### src/rtl/prio_enc_pkg.sv
// -----------------------------------------------------------------------------
// prio_enc_pkg
// Shared definitions for the pipelined priority encoder:
//   clog2()      - index width helper, usable in constant expressions
//   PRIO_FIXED   - RR_MODE value selecting highest-index-wins priority
//   PRIO_RR      - RR_MODE value selecting round-robin priority
//   multi_set()  - true when a vector has two or more bits set
// Optional feature macro used by the top level: PRIO_ENC_ONEHOT_EN.
// -----------------------------------------------------------------------------
package prio_enc_pkg;

   localparam int PRIO_FIXED = 0;
   localparam int PRIO_RR    = 1;

   // Widest request vector the helpers below are sized for.
   localparam int MAX_WIDTH  = 64;

   function automatic int clog2(input int value);
      int r;
      r = 0;
      for (int i = 0; i < 31; i++) begin
         if ((1 << i) < value) r = i + 1;
      end
      return r;
   endfunction

   // Clearing the lowest set bit leaves something only if a second bit exists.
   function automatic logic multi_set(input logic [MAX_WIDTH-1:0] v);
      return (v & (v - 64'd1)) != '0;
   endfunction

endpackage

### src/rtl/prio_enc_core.sv
// -----------------------------------------------------------------------------
// prio_enc_core
// Purely combinational winner search.
//   req   [WIDTH]  request lines, bit i = request i
//   ptr   [IDXW]   round-robin start index (ignored in fixed mode)
//   mode  [1]      0 = highest index wins, 1 = first set bit at/after ptr
//   idx   [IDXW]   winning index, 0 when req is all-zero
//   none  [1]      req is all-zero
//   multi [1]      req has two or more bits set
// -----------------------------------------------------------------------------
module prio_enc_core
   import prio_enc_pkg::*;
#(
   parameter int WIDTH = 16
) (
   input  logic [WIDTH-1:0]        req,
   input  logic [clog2(WIDTH)-1:0] ptr,
   input  logic                    mode,
   output logic [clog2(WIDTH)-1:0] idx,
   output logic                    none,
   output logic                    multi
);

   localparam int IDXW = clog2(WIDTH);

   logic [IDXW-1:0] fixed_idx;   // highest set bit
   logic [IDXW-1:0] wrap_idx;    // lowest set bit, used when nothing sits at/after ptr
   logic [IDXW-1:0] upper_idx;   // lowest set bit at index >= ptr
   logic            upper_found;

   always_comb begin
      fixed_idx   = '0;
      wrap_idx    = '0;
      upper_idx   = '0;
      upper_found = 1'b0;
      for (int i = 0; i < WIDTH; i++) begin
         if (req[i]) fixed_idx = IDXW'(i);
      end
      // Descending scan so the last hit is the lowest qualifying index.
      for (int i = WIDTH - 1; i >= 0; i--) begin
         if (req[i]) wrap_idx = IDXW'(i);
         if (req[i] && (i >= int'(ptr))) begin
            upper_idx   = IDXW'(i);
            upper_found = 1'b1;
         end
      end
   end

   assign none  = ~|req;
   assign multi = multi_set(MAX_WIDTH'(req));
   assign idx   = none ? '0 :
                  (mode ? (upper_found ? upper_idx : wrap_idx) : fixed_idx);

endmodule

### src/rtl/prio_encoder_pipe.sv
// -----------------------------------------------------------------------------
// prio_encoder_pipe
// Priority encoder with a one-entry registered output stage.
//   clk        [1]      clock, rising edge
//   rst_n      [1]      synchronous active-low reset
//   req_valid  [1]      request vector present on req
//   req_ready  [1]      block accepts req this cycle
//   req        [WIDTH]  request lines
//   enc_valid  [1]      result held on enc_*
//   enc_ready  [1]      consumer takes the result this cycle
//   enc_idx    [IDXW]   winning index
//   enc_none   [1]      accepted vector was all-zero
//   enc_multi  [1]      accepted vector had two or more bits set
//   enc_onehot [WIDTH]  one-hot winner, only with PRIO_ENC_ONEHOT_EN defined
//
// Handshake: a transfer happens on a side when its valid and ready are both
// high at a rising edge. req_ready = !enc_valid || enc_ready, so a new vector
// may enter in the same cycle the held result leaves (full rate, 1-cycle
// latency); while enc_valid && !enc_ready the held result stays put.
// -----------------------------------------------------------------------------
module prio_encoder_pipe
   import prio_enc_pkg::*;
#(
   parameter int WIDTH   = 16,
   parameter int RR_MODE = PRIO_FIXED
) (
   input  logic                    clk,
   input  logic                    rst_n,
   input  logic                    req_valid,
   output logic                    req_ready,
   input  logic [WIDTH-1:0]        req,
   output logic                    enc_valid,
   input  logic                    enc_ready,
   output logic [clog2(WIDTH)-1:0] enc_idx,
   output logic                    enc_none,
   output logic                    enc_multi
`ifdef PRIO_ENC_ONEHOT_EN
   ,
   output logic [WIDTH-1:0]        enc_onehot
`endif
);

   localparam int   IDXW   = clog2(WIDTH);
   localparam logic RR_SEL = (RR_MODE == PRIO_RR);

   logic            in_xfer;
   logic [IDXW-1:0] core_idx;
   logic            core_none;
   logic            core_multi;

   logic            enc_valid_q, enc_valid_d;
   logic [IDXW-1:0] enc_idx_q,   enc_idx_d;
   logic            enc_none_q,  enc_none_d;
   logic            enc_multi_q, enc_multi_d;
   logic [IDXW-1:0] ptr_q,       ptr_d;

   prio_enc_core #(
      .WIDTH (WIDTH)
   ) u_core (
      .req   (req),
      .ptr   (ptr_q),
      .mode  (RR_SEL),
      .idx   (core_idx),
      .none  (core_none),
      .multi (core_multi)
   );

   assign req_ready = !enc_valid_q || enc_ready;
   assign in_xfer   = req_valid && req_ready;

   always_comb begin
      enc_valid_d = enc_valid_q;
      enc_idx_d   = enc_idx_q;
      enc_none_d  = enc_none_q;
      enc_multi_d = enc_multi_q;
      ptr_d       = ptr_q;
      if (in_xfer) begin
         enc_valid_d = 1'b1;
         enc_idx_d   = core_idx;
         enc_none_d  = core_none;
         enc_multi_d = core_multi;
         // Empty vectors grant nothing, so the pointer does not advance.
         // Explicit wrap keeps non-power-of-two widths inside 0..WIDTH-1.
         if (!core_none) begin
            ptr_d = (core_idx == IDXW'(WIDTH - 1)) ? '0 : core_idx + 1'b1;
         end
      end else if (enc_ready) begin
         enc_valid_d = 1'b0;
      end
   end

   always_ff @(posedge clk) begin
      if (!rst_n) begin
         enc_valid_q <= 1'b0;
         enc_idx_q   <= '0;
         enc_none_q  <= 1'b0;
         enc_multi_q <= 1'b0;
         ptr_q       <= '0;
      end else begin
         enc_valid_q <= enc_valid_d;
         enc_idx_q   <= enc_idx_d;
         enc_none_q  <= enc_none_d;
         enc_multi_q <= enc_multi_d;
         ptr_q       <= ptr_d;
      end
   end

   assign enc_valid = enc_valid_q;
   assign enc_idx   = enc_idx_q;
   assign enc_none  = enc_none_q;
   assign enc_multi = enc_multi_q;

`ifdef PRIO_ENC_ONEHOT_EN
   logic [WIDTH-1:0] enc_onehot_q, enc_onehot_d;

   always_comb begin
      enc_onehot_d = enc_onehot_q;
      if (in_xfer) begin
         enc_onehot_d = core_none ? '0 : (WIDTH'(1) << core_idx);
      end
   end

   always_ff @(posedge clk) begin
      if (!rst_n) begin
         enc_onehot_q <= '0;
      end else begin
         enc_onehot_q <= enc_onehot_d;
      end
   end

   assign enc_onehot = enc_onehot_q;
`endif

endmodule
### config.mk
export PLATFORM = sky130hd
export DESIGN_NAME = prio_encoder_pipe
export DESIGN_NICKNAME = d
export VERILOG_FILES = /design/src/rtl/prio_enc_pkg.sv /design/src/rtl/prio_enc_core.sv /design/src/rtl/prio_encoder_pipe.sv
export SDC_FILE = /design/constraint.sdc
export NUM_CORES = 1
export LEC_CHECK = 0
export BUFFER_PORTS_ARGS = -buffer_cell sky130_fd_sc_hd__buf_2
export CAP_MARGIN = 40
export CORE_MARGIN = 2
export CORE_UTILIZATION = 25
export DETAILED_ROUTE_END_ITERATION = 12
export GPL_ROUTABILITY_DRIVEN = 0
export GPL_TIMING_DRIVEN = 0
export SLEW_MARGIN = 15
export SYNTH_ARGS = -nofsm -noshare
export SYNTH_HDL_FRONTEND = slang
export SYNTH_SLANG_ARGS = --single-unit
export TNS_END_PERCENT = 1
### constraint.sdc
create_clock -name clk -period 2.6 [get_ports clk]
set_input_delay 0.13 -clock clk [delete_from_list [all_inputs] [get_ports clk]]
set_output_delay 0.13 -clock clk [all_outputs]
set_load 0.02 [all_outputs]
[Word-level counts from Yosys, hierarchy flattened]
Index checks and enable logic that the tools add are counted.
Word-level totals
  bits in registers: 7
  input port bits: 20
  output and inout port bits: 8
  word-level logic and storage cells: 31
Operators by class
  add/sub/neg operators: 1
  multiplexer cells: 18
  bitwise gates (word level): 1
  reductions and logical operators: 7
Operators by type and width (number)
  $and 16x64->64: 1
  $reduce_bool 64->1: 1
  $mux 4: 15
  $sub 16x1->17 const B: 1
  $reduce_or 16->1: 1
  $mux 1: 3
  $logic_not 1->1: 2
  $reduce_bool 2->1: 1
  $logic_and 1x1->1: 1
  $logic_or 1x1->1: 1

[Longest topological paths before layout]
  depth in word-level cells: 16
  mapped depth: 6
  depth with buffers taken out: 5

[Hierarchy]
Synthesis repeated with hierarchy kept, for this count alone.
Second synthesis, totals
  cells, all modules: 211
  area total of the unflattened synthesis: 1415.1 um^2
By module, submodules not included
  prio_enc_core: instances 1, cells each 153, area each 909.6 um^2, sequential area each 0.0 um^2
  prio_encoder_pipe: instances 1, cells each 58, area each 505.5 um^2, sequential area each 220.2 um^2

[Worst setup path before layout]
OpenSTA, ideal clock, no wires.
  kind: input-to-reg
  from: input req[8]
  to: register enc_multi_q, in the netlist enc_multi
  arrival: 1.415 ns
  path slack: 1.063 ns
  stages on the path: 6
  path buffers: 1
  cells stage by stage: buf_6 > or4_4 > nor4_2 > a21oi_1 > nor4b_2 > o21bai_1
Between the ends
  word-level cells in the longest chain between the ends: 3
RTL lines
  start, declared: RTL line prio_encoder_pipe.sv:31  | input logic [WIDTH-1:0] req,
  $sub 16x1->17: RTL line prio_enc_pkg.sv:29  | return (v & (v - 64'd1)) != '0;
  $and 16x64->64 (*): RTL line prio_enc_pkg.sv:29
  $reduce_bool 64->1 (*): RTL line prio_enc_pkg.sv:29
  end signal, assigned: RTL line prio_encoder_pipe.sv:103  | enc_multi_q <= enc_multi_d;
  end, declared: RTL line prio_encoder_pipe.sv:54  | logic enc_multi_q, enc_multi_d;
Mark *: on every way between the ends. The rest lies on a longest branch, timed or not.
A chain may end at the register's enable or synchronous reset.

[Worst setup path in the final report]
  from: input req[1]
  to: register enc_multi_q, in the netlist enc_multi
Same word-level chain as after synthesis.

==> reports/summary.txt <==
final hold violations: 0
Synth Area in Simple Gates: 0.331
cells after synthesis: 76
Post-CTS Resized: 0
Period minus WS final: 1.45 ns
Crit Path Class: in2reg
crit start category: input port
status: complete, no violations
Maximum Capacitance Violations: 0
row count: 17
Post-DP HPWL: 1.24 mm
list of most frequent post-synthesis cells: 8 x nor2_1, 7 x a21oi_1, 7 x dfxtp_1, 7 x o21ai_0, 5 x nor3_1
Antenna diodes: 0
drt via density: 5.12
I/O pin count: 28
YS warnings: 0
min-delay worst type: in2reg
Die Height: 51.6 um
Synth async-reset ratio: 0
area grow syn2layout: 32.9%
gr ovfl total: 0
Post-Syn Area: 567 sq um
worst setup path startpoint: req[1]
worst-path fanout max: 5
cts hold-fix bufs: 0
Top FF cell, synth: dfxtp_1
mux cell area share after synthesis: 0
Routed wire per std cell: 11.5 um
Critical Path End Type: flip-flop
drt initial violations: 8
initial antenna violation count: 0
Achievable Freq: 691 MHz
Initial Util: 0.261
vias in the first global route: 606
Layout Nets: 126
Critical Path End: enc_multi
Crit path required time: 2.73 ns
total number of vias: 681
post-route ant nets: 0
clk slew on worst S/H paths: 0.05 ns
RSZ-0062 raised after global routing: false
Final Cell Area: 753 sq um
xor/xnor share of the synthesized area: 0
Seq/Total Area, Yosys: 0.247
Yosys top cell area share: 0.247
largest net degree at the start of global routing: 10
most frequent cell after synthesis: nor2_1
Clock Root Buffer: clkbuf_4
Leak: 0.293 nW
Post CTS Setup Buffer Count: 0
R2R Path End: enc_multi
Slew Viols, Final: 0
Die X: 51.6 um
Clock Sinks: 7
path depth of the worst reg2reg path: 5
Slew Limit Headroom: 0.696
Die ar.: 2660 sq um
setup total negative slack: 0 ns
Core ar.: 2170 sq um
syn_area_per_cell: 7.46 sq um
CTS tree: done
WL final: 1.53 mm
EDFF count, synth: 0
Placed Area: 727 sq um
synthesized flop and latch total: 7
Clk Latency, worst-skew pair: 0.25 ns
number of distinct library cells after synthesis: 32
GR Util All Layers: 0.121
worst reg2reg startpoint: enc_valid
I/O Buffers: 25
final period utilization: 0.556
ranking of synthesized cells by area: dfxtp_1 25%, a21oi_1 6.2%, o21ai_0 6.2%
Setup Skew: 0.00238 ns
placed cells: 129
Max clock buf depth: 2
H-tree depth: 1
Num CTS Buffers: 3
adder-cell share of the synthesized area: 0.0177
PwrDens: 404 nW/um^2
area fraction in compound gates after synthesis: 0.351
syn nets: 96
Layout Cells excl Fill: 133
Yosys top cell by area: dfxtp_1
layout cells sized above 1: 0.314
worst-margin pin slew: 0.452 ns
final setup vio count: 0
Worst VDD drop: 0.154 mV
crit path DAT: 1.58 ns
first-pass GRT wire length: 2.46 mm
R2R Setup Slk: 1.22 ns
drc violations: 0
largest family of logic cells by synthesized area: compound AO/OA/AOI/OAI gates
first-pass detailed-route iteration total: 4
worst max-delay path: stages:
cell and delay (ns):
buf_2 0.11, or4_4 0.57, or3_1 0.32, a211oi_1 0.20, a2111oi_0 0.09, o21bai_1 0.16
kinds of logic after synthesis:
logic type / after synthesis
simple gates: 32
compound gates: 30
flops: 7
buf+inv: 6
fa+ha+maj: 1
layer usage:
layer | wire, um | up-vias | share of wire | track usage
li1 | - | 356 | - | -
met3 | 128 | 0 | 0.083 | 0.0287
met1 | 694 | 301 | 0.45 | 0.167
met5 | 0 | - | 0 | 0
met2 | 710 | 24 | 0.46 | 0.186
met4 | 0 | 0 | 0 | 0.0395
state kept, by name (all words and copies together) (netlist names):
register	flops
enc_idx	4
enc_valid	1
enc_multi	1
enc_none	1
report_power, final:
| part | switching [mW] | internal (mW) | leakage (nW) |
|---|---|---|---|
| sequential | 0.00354 | 0.116 | 0.0582 |
| combinational | 0.0538 | 0.0346 | 0.220 |
| clock | 0.0382 | 0.0585 | 0.0150 |
cell type report:
type | instances | area (sq um)
Tap cell | 28 | 35.0
Buffer | 2 | 15.0
Timing Repair Buffer | 25 | 125
Sequential cell | 7 | 140
Clock buffer | 4 | 26.3
Fill cell | 259 | 1420
Inverter | 4 | 15.0
Multi-Input combinational cell | 63 | 397
per-stage QoR:
step           hold WS, ns  setup WS [ns]  power, mW  utilization
4_1_cts              0.133           1.16      0.309        0.347
6_report             0.139           1.15      0.304        0.347
3_5_place_dp         0.399          0.892      0.210        0.335
5_1_grt              0.181           1.06      0.323        0.347
2_1_floorplan        0.252           1.06      0.167            -
3_3_place_gp         0.397          0.905      0.207        0.335
cell usage in the layout, fill, tap and decap left out:
cell,instances
or4_4,2
o211ai_1,1
o21ai_0,7
clkbuf_1,2
nand2_1,3
o41ai_1,1
a211oi_1,2
o31a_1,1
nor2_1,8
or3_1,2
o21a_1,1
nand2b_1,1
a31oi_1,2
a21oi_1,7
buf_2,25
a21boi_0,1
buf_6,1
and2_0,1
nand3_1,3
maj3_1,1
a2111oi_0,3
nor4_2,1
a221o_1,1
nor2b_1,1
o21bai_1,1
and2_1,1
nor4_1,3
o31ai_1,1
nor3_1,5
o32a_1,1
nor4b_2,1
dfxtp_1,7
inv_1,4
clkbuf_4,3
worst min-delay path by stage:
stage | from | endpoint | slack (ns) | depth (start not counted)
floorplan | rst_n | enc_none | 0.25 | 1
global placement | req_valid | enc_valid | 0.40 | 3
detailed placement | req_valid | enc_valid | 0.40 | 3
CTS | req_valid | enc_valid | 0.13 | 3
global route | req_valid | enc_valid | 0.18 | 3
finish | req_valid | enc_valid | 0.14 | 3
Note: power is estimated with default switching activity, not from simulation.
